<file path="config.mk">
export PLATFORM = sky130hd
export DESIGN_NAME = paralelo_serial_tx
export DESIGN_NICKNAME = d
export VERILOG_FILES = /design/src/rtl/paralelo_serial_tx.sv
export SDC_FILE = /design/constraint.sdc
export NUM_CORES = 1
export LEC_CHECK = 0
export BUFFER_PORTS_ARGS = -buffer_cell sky130_fd_sc_hd__clkbuf_2
export CORE_ASPECT_RATIO = 0.9
export CORE_UTILIZATION = 30
export DETAILED_ROUTE_END_ITERATION = 16
export SYNTH_ARGS = -nofsm -noshare
export SYNTH_HDL_FRONTEND = slang
export SYNTH_SLANG_ARGS = --single-unit
</file>
<file path="constraint.sdc">
create_clock -name clk_32f -period 3.72 [get_ports clk_32f]
set_clock_uncertainty 0.15 [all_clocks]
set_input_delay 0.372 -clock clk_32f [delete_from_list [all_inputs] [get_ports clk_32f]]
set_output_delay 0.372 -clock clk_32f [all_outputs]
set_load 0.005 [all_outputs]
</file>
<file path="src/rtl/paralelo_serial_tx.sv">
// Byte-to-serial transmitter: valid/ready byte FIFO feeding an MSB-first
// serializer on clk_32f, with a post-reset comma run for receiver lock.
module paralelo_serial_tx #(
  parameter int          FIFO_DEPTH  = 4,
  parameter int          SYNC_COMMAS = 4,
  parameter logic [7:0]  COMMA       = 8'hBC
) (
  input  logic                          clk_32f,
  input  logic                          reset,
  input  logic [7:0]                    data_in,
  input  logic                          valid_in,
  output logic                          ready_out,
  output logic                          data_out,
  output logic                          active_out,
  output logic [$clog2(FIFO_DEPTH):0]   fifo_count
);

  localparam int AW = $clog2(FIFO_DEPTH);
  localparam int SW = $clog2(SYNC_COMMAS);
  localparam logic [AW:0]   FULL_CNT  = (AW+1)'(FIFO_DEPTH);
  localparam logic [SW-1:0] SYNC_LAST = SW'(SYNC_COMMAS - 1);

  typedef enum logic {ST_SYNC, ST_RUN} state_t;

  state_t        state_q, state_d;
  logic [2:0]    bit_cnt_q, bit_cnt_d;
  logic [7:0]    cur_byte_q, cur_byte_d;
  logic [SW-1:0] sync_cnt_q, sync_cnt_d;
  logic          data_q, data_d;
  logic [AW-1:0] wr_ptr_q, wr_ptr_d;
  logic [AW-1:0] rd_ptr_q, rd_ptr_d;
  logic [AW:0]   count_q, count_d;
  logic [7:0]    mem_q [FIFO_DEPTH];

  logic boundary, push, pop;

  assign ready_out  = (count_q != FULL_CNT);
  assign data_out   = data_q;
  assign active_out = (state_q == ST_RUN);
  assign fifo_count = count_q;

  always_comb begin
    boundary   = (bit_cnt_q == 3'd7);
    push       = valid_in && ready_out;
    // Pop only looks at the registered count, so a byte pushed on the
    // boundary edge itself waits for the next slot.
    pop        = boundary && (state_q == ST_RUN) && (count_q != '0);

    state_d    = state_q;
    sync_cnt_d = sync_cnt_q;
    cur_byte_d = cur_byte_q;
    data_d     = cur_byte_q[3'd7 - bit_cnt_q];
    bit_cnt_d  = bit_cnt_q + 3'd1;
    wr_ptr_d   = wr_ptr_q;
    rd_ptr_d   = rd_ptr_q;
    count_d    = count_q;

    if (boundary) begin
      case (state_q)
        ST_SYNC: begin
          cur_byte_d = COMMA;
          sync_cnt_d = sync_cnt_q + SW'(1);
          if (sync_cnt_q == SYNC_LAST) state_d = ST_RUN;
        end
        default: cur_byte_d = pop ? mem_q[rd_ptr_q] : COMMA;
      endcase
    end

    if (push) wr_ptr_d = wr_ptr_q + AW'(1);
    if (pop)  rd_ptr_d = rd_ptr_q + AW'(1);

    case ({push, pop})
      2'b10:   count_d = count_q + (AW+1)'(1);
      2'b01:   count_d = count_q - (AW+1)'(1);
      default: count_d = count_q;
    endcase
  end

  always_ff @(posedge clk_32f) begin
    if (reset) begin
      state_q    <= ST_SYNC;
      sync_cnt_q <= '0;
      cur_byte_q <= COMMA;
      data_q     <= 1'b0;
      bit_cnt_q  <= 3'd0;
      wr_ptr_q   <= '0;
      rd_ptr_q   <= '0;
      count_q    <= '0;
    end else begin
      state_q    <= state_d;
      sync_cnt_q <= sync_cnt_d;
      cur_byte_q <= cur_byte_d;
      data_q     <= data_d;
      bit_cnt_q  <= bit_cnt_d;
      wr_ptr_q   <= wr_ptr_d;
      rd_ptr_q   <= rd_ptr_d;
      count_q    <= count_d;
    end
  end

  // Storage has no reset; pointers define what is valid.
  always_ff @(posedge clk_32f) begin
    if (push && !reset) mem_q[wr_ptr_q] <= data_in;
  end

endmodule

</file>
==> results of run 1 <==
[cell type report]
cell class	instances	area (µm²)	share of cell area (%)
clock buffer	6	72.6	2.92
clock inverter	2	38.8	1.56
inverter	10	37.5	1.51
multi-input combinational	75	699	28.1
sequential	56	1440	58.0
tap	93	116	4.68
timing repair buffer	16	80.1	3.22
[final timing paths]
check                           slack, ns     startpoint             to  cells past startpoint
worst min register to register       0.34  cur_byte_q[7]  cur_byte_q[7]                      1
worst max register to register       1.18   bit_cnt_q[1]  fifo_count[2]                     10
worst min-delay path                 0.13     data_in[5]    mem_q[1][5]                      1
worst max-delay path                 1.18   bit_cnt_q[1]  fifo_count[2]                     10
[flip-flops by register name, summed over array words and instances (netlist names), named ones only]
name	cells
fifo_count	3
active_out	1
wr_ptr_q	2
cur_byte_q	8
rd_ptr_q	2
bit_cnt_q	3
mem_q	32
sync_cnt_q	2
data_out	1
[metrics by stage]
stage	utilization, %	instance area (µm²)	cells	worst slack, ns
floorplan	-	2200	145	1.40
global placement	33.6	2370	250	1.27
detailed placement	33.6	2370	250	1.19
CTS	35.1	2490	258	1.16
global route	35.1	2490	258	1.01
finish	35.1	2490	258	1.18
[synth_stat cells]
master / number
o21ai_0: 4
a21oi_1: 6
clkbuf_1: 3
nor2_1: 13
buf_6: 1
nand3_1: 2
or2_4: 1
inv_1: 10
mux4_2: 9
a311oi_1: 1
a21o_1: 1
a22o_1: 3
dfxtp_1: 24
and2_1: 4
ha_1: 8
nand4b_1: 1
nand2_1: 1
edfxtp_1: 32
nor2b_1: 2
o22a_1: 5
xnor2_1: 1
or2_2: 1
o311ai_4: 1
nor3_1: 1
mux2i_1: 3
nor3b_1: 1
fa_1: 1
or3_1: 2
xor2_1: 3
[layer usage]
layer	track usage (%)	share of wire [%]	vias up	wire length, µm
met4	5.97	2.2	0	77
met1	13.1	47	546	1620
met2	15.5	47	17	1620
met5	0	0	-	0
li1	-	-	571	-
met3	2.29	3.8	4	132
[where the power goes]
| part | switching (µW) | leakage, µW | internal [µW] | total, µW |
|---|---|---|---|---|
| registers | 11.6 | 0.000486 | 670 | 681 |
| clock network | 196 | 0.0000558 | 204 | 400 |
| logic | 29.3 | 0.000345 | 24.0 | 53.4 |
| total | 237 | 0.000887 | 897 | 1130 |
[cells by family (layout without fill, tap and decap cells)]
kind of cell	count (synthesis)	in the layout	share of synthesized area, %
flip-flops	56	56	65.5
AND/OR/NAND/NOR	29	29	6.77
AO/OA/AOI/OAI	21	21	7.39
buffers and inverters	14	34	2.73
multiplexers	12	12	10.6
adder cells (fa/ha/maj)	9	9	5.46
XOR/XNOR	4	4	1.59
==> metrics.yaml, run 1 <==
cts_root_buffer: "clkbuf_8"
clk_pin_slew_worst_paths_ns: 0.10
io_buffers: 16
avgRoutedWirePerCell_um: 13.4
start_util_pct: 31.1
yosysSeqAreaShare_pct: 65.5
cpMostUsedCell: "ha_1"
grt_setup_unrepaired: "no"
globalplace.congestion: 0.718
critPathBufInv: 2
clk-insertion-delay-late_ns: 0.31
fp.dieH_um: 83.3
cts_hold_buf: 0
setup_viol: 0
hold_path.class: "in2reg"
avgSynthCellArea_um2: 15.2
required_ns: 3.81
grt_pass1_wl_um: 5780
final_common_cell: "edfxtp_1"
netlist.top_cell.by_area: "edfxtp_1"
holdWs_ns: 0.128
synth_area_um2: 2200
die_area_um2: 7680
drtIter0Drc: 36
finalPower_uw: 1130
crit_type: "reg2reg"
status: "complete, no violations"
slew_headroom_pct: 64.0
grt_pass1_vias: 1146
grt_use_total_pct: 10.1
critPathArrivalTime_ns: 2.63
drive_above_1_share_pct: 21.2
cts_sinks: 56
coreArea_um2: 7080
synth_warnings: 0
tritoncts: "yes"
htreeDepth: 2
finalHoldViolCount: 0
drt_pre_antenna_iters: 4
start_kind: "flip-flop"
critPathMaxFanout: 6
p_leak_uw: 0.000887
worst_pin_slew_ns: 0.539
setup_tns_ns: 0
max_stage_delay_ns: 0.42
timing.fmax_ghz: 0.393
layout_common_cells: "32 x edfxtp_1, 24 x dfxtp_1, 16 x clkbuf_2"
antenna_found_initial: 0
n_fill_cell: 689
hpwl_um: 2420
ant_nets: 0
post-route-min-period_ns: 2.54
dr_total_vias: 1138
cp_top_family: "adder cells"
ir_worst_vdd_uv: 170
die-width_um: 92.3
p_per_area_nw_per_um2: 456
fin_crit_sh_pct: 68.3
diodes: 0
std_cell_rows: 29
postSynthCellCount: 145
synth-seq-cells: 56
max_cap_violations: 0
grt_max_degree: 21
cts_setup_buffers: 0
area_growth_pct: 13.0
path_cells: "ha_1 > ha_1 > o311ai_4 > inv_1 > ha_1 > inv_1 > fa_1 > xor2_1 > or3_1 > a21oi_1"
finalMaxSlewViolations: 0
clock_path_buffers: 2
synth.area.top_cells: "edfxtp_1 44%, dfxtp_1 22%, mux4_2 9.2%, ha_1 4.5%, nor2_1 2.2%"
pin_count: 17
grt_overflow: 0
routed_via_density: 4.41
finalNetCount: 184
drcViolationCount: 0
routed_wl_um: 3450
syn_nets: 165
critical-path-slowest-cell: "dfxtp_1"
numCtsBuffers: 5
synth_cell_types: 29
synth_top_area_share_pct: 43.7
cp-end-kind: "flip-flop"
cts_resized: 0
Power figures use the tool's default switching activity.
==> inputs of run 2 (changes only) <==
==> constraint.sdc (replaced) <==
create_clock -name clk_32f -period 2.51 [get_ports clk_32f]
set_clock_uncertainty 0.15 [all_clocks]
set_input_delay 0.251 -clock clk_32f [delete_from_list [all_inputs] [get_ports clk_32f]]
set_output_delay 0.251 -clock clk_32f [all_outputs]
set_load 0.005 [all_outputs]
==> run 2 against run 1 <==
Compared with the run above: worst setup slack got worse by 1.0 ns; power is 40% higher; sequential cell count is the same; first-iteration DRC count rose by 42%; critical path depth did not move; wire length is 2.1% higher; global-route usage rose by 0.20 points; clock power rose by 21%; fmax rose by 8.2%; via count grew 4.7%; core utilization increased by 0.46 points; cell count up 2.3%.
==> metrics.yaml, run 2 (synthesis results as in run 1) <==
status: "complete, no violations"
top_register: "mem_q"
diodes: 0  # unchanged
start_kind: "flip-flop"
layout_common_cells: "32 x edfxtp_1, 22 x dfxtp_1, 16 x clkbuf_2"
globalplace.congestion: 0.765  # +6.6%
finalHoldViolCount: 0  # unchanged
critPathArrivalTime_ns: 2.44  # -0.19 ns
final_util_pct: 35.6  # +0.46 points
grt_setup_unrepaired: "no"
cts_sinks: 56  # unchanged
critPathMaxFanout: 6  # unchanged
rr_worst_depth: 10  # unchanged
finalMaxSlewViolations: 0  # unchanged
gr-usage-met1_pct: 13.4  # +0.30 points
ant_nets: 0  # unchanged
dr_total_vias: 1192  # +4.7%
finalNetCount: 190  # +3.3%
htreeDepth: 2  # unchanged
grt_max_degree: 20  # -4.8%
cts_root_buffer: "clkbuf_8"
max_cap_violations: 0  # unchanged
p_leak_uw: 0.000905  # +2.0%
largest_register_ffs: 32  # unchanged
clock_path_buffers: 2  # unchanged
fin_crit_sh_pct: 93.6  # +25 points
grt_pass1_vias: 1150  # +0.35%
reg_top3: "mem_q (32), cur_byte_q (8)"
grtUsageMet3_pct: 2.84  # +0.55 points
post-route-min-period_ns: 2.35  # -0.193 ns
seq_area_um2: 1440  # +0.17%
cp-end-kind: "flip-flop"
crit_type: "reg2reg"
start_util_pct: 31.1  # unchanged
whs_path_depth: 1  # unchanged
die-width_um: 92.3  # unchanged
numCtsBuffers: 5  # unchanged
pin_count: 17  # unchanged
fp.dieH_um: 83.3  # unchanged
drt_pre_antenna_iters: 4  # unchanged
std_cell_rows: 29  # unchanged
setup_tns_ns: 0  # unchanged
drtIter0Drc: 51  # +42%
grt_overflow: 0  # unchanged
drive_above_1_share_pct: 26.3  # +5.1 points
clk-insertion-delay-late_ns: 0.31  # about the same
grt_pass1_wl_um: 5940  # +2.7%
routed_wl_um: 3520  # +2.1%
drcViolationCount: 0  # unchanged
coreArea_um2: 7080  # unchanged
hpwl_um: 2500  # +3.4%
finalPower_uw: 1580  # +40%
area_growth_pct: 14.4
antenna_found_initial: 0  # unchanged
clk_pin_slew_worst_paths_ns: 0.10  # about the same
globalRouteMet2Util_pct: 15.8  # +0.34 points
final_common_cell: "edfxtp_1"
slew_headroom_pct: 63.6  # -0.43 points
tritoncts: "yes"
ir_worst_vdd_uv: 418  # +150%
die_area_um2: 7680  # unchanged
setup_viol: 0  # unchanged
multi_input_area_um2: 707  # +1.1%
grt_use_total_pct: 10.3  # +0.20 points
n_fill_cell: 695  # +0.87%
required_ns: 2.61  # -1.20 ns
worst_pin_slew_ns: 0.545  # +0.00640 ns
timing.fmax_ghz: 0.426  # +8.2%
busiest_layer: "met2"
p_per_area_nw_per_um2: 629  # +38%
routed_via_density: 4.52  # +2.4%
avgRoutedWirePerCell_um: 13.3  # -0.26%
hold_path.class: "in2reg"
io_buffers: 16  # unchanged
## run 2: cell types whose count changed in the layout (fill, tap and decap cells not counted), sizes merged
| cell | delta |
|---|---|
| clkinv | +1 |
| bufinv | -1 |
| inv | -1 |
| buf | +6 |
| clkinvlp | +1 |
## run 2: worst paths after layout
| check | endpoint | slack (ns) | startpoint |
|---|---|---|---|
| setup / recovery | fifo_count[2] | 0.16 | bit_cnt_q[0] |
| hold / removal | mem_q[2][1] | 0.01 | data_in[1] |
| setup reg to reg | fifo_count[2] | 0.16 | bit_cnt_q[0] |
| hold reg to reg | bit_cnt_q[0] | 0.31 | bit_cnt_q[0] |
## run 2: where the power goes
part | switching (µW) | leakage (µW) | internal (µW) | total [µW]
logic | 51.8 | 0.000377 | 42.3 | 94.1
registers | 11.9 | 0.000486 | 993 | 1000
clock network | 286 | 0.0000414 | 199 | 485
## run 2: what timing repair did
| item | in CTS | in global routing |
|---|---|---|
| setup buffers | 0 | 0 |
| hold buffers | 0 | 0 |
| gates resized for setup | 0 | 4 |
| endpoints found under the setup margin | 0 | 1 |
## run 2: final cells by class
cell class	instances	share of cell area, %
Clock buffer	6	2.88
Clock inverter	2	0.646
Inverter	10	1.49
Multi-Input combinational cell	75	28.1
Sequential cell	56	57.3
Tap cell	93	4.62
Timing Repair Buffer	22	4.97
## run 2: per-stage QoR
step           setup slack (ns)  cell area, µm²  hold WS, ns  std cells
6_report                  0.162            2520      0.00955        264
5_1_grt                 0.00732            2520     0.000607        264
3_3_place_gp              0.144            2420        0.300        256
2_1_floorplan             0.188            2200        0.200        145
4_1_cts                  0.0706            2510      0.00202        264
3_5_place_dp              0.108            2420        0.308        256
## run 2: critical path: stages, from the launching register on
cell,delay (ns)
dfxtp_2,0.37
ha_1,0.16
ha_2,0.20
o311ai_4,0.13
inv_1,0.09
ha_1,0.18
inv_1,0.06
fa_1,0.37
xor2_1,0.15
or3_1,0.30
a21oi_1,0.14
## run 2: layer usage
metal	vias to the layer above	wire length [µm]
met2	18	1670
li1	584	-
met4	0	75
met5	-	0
met1	583	1660
met3	7	114
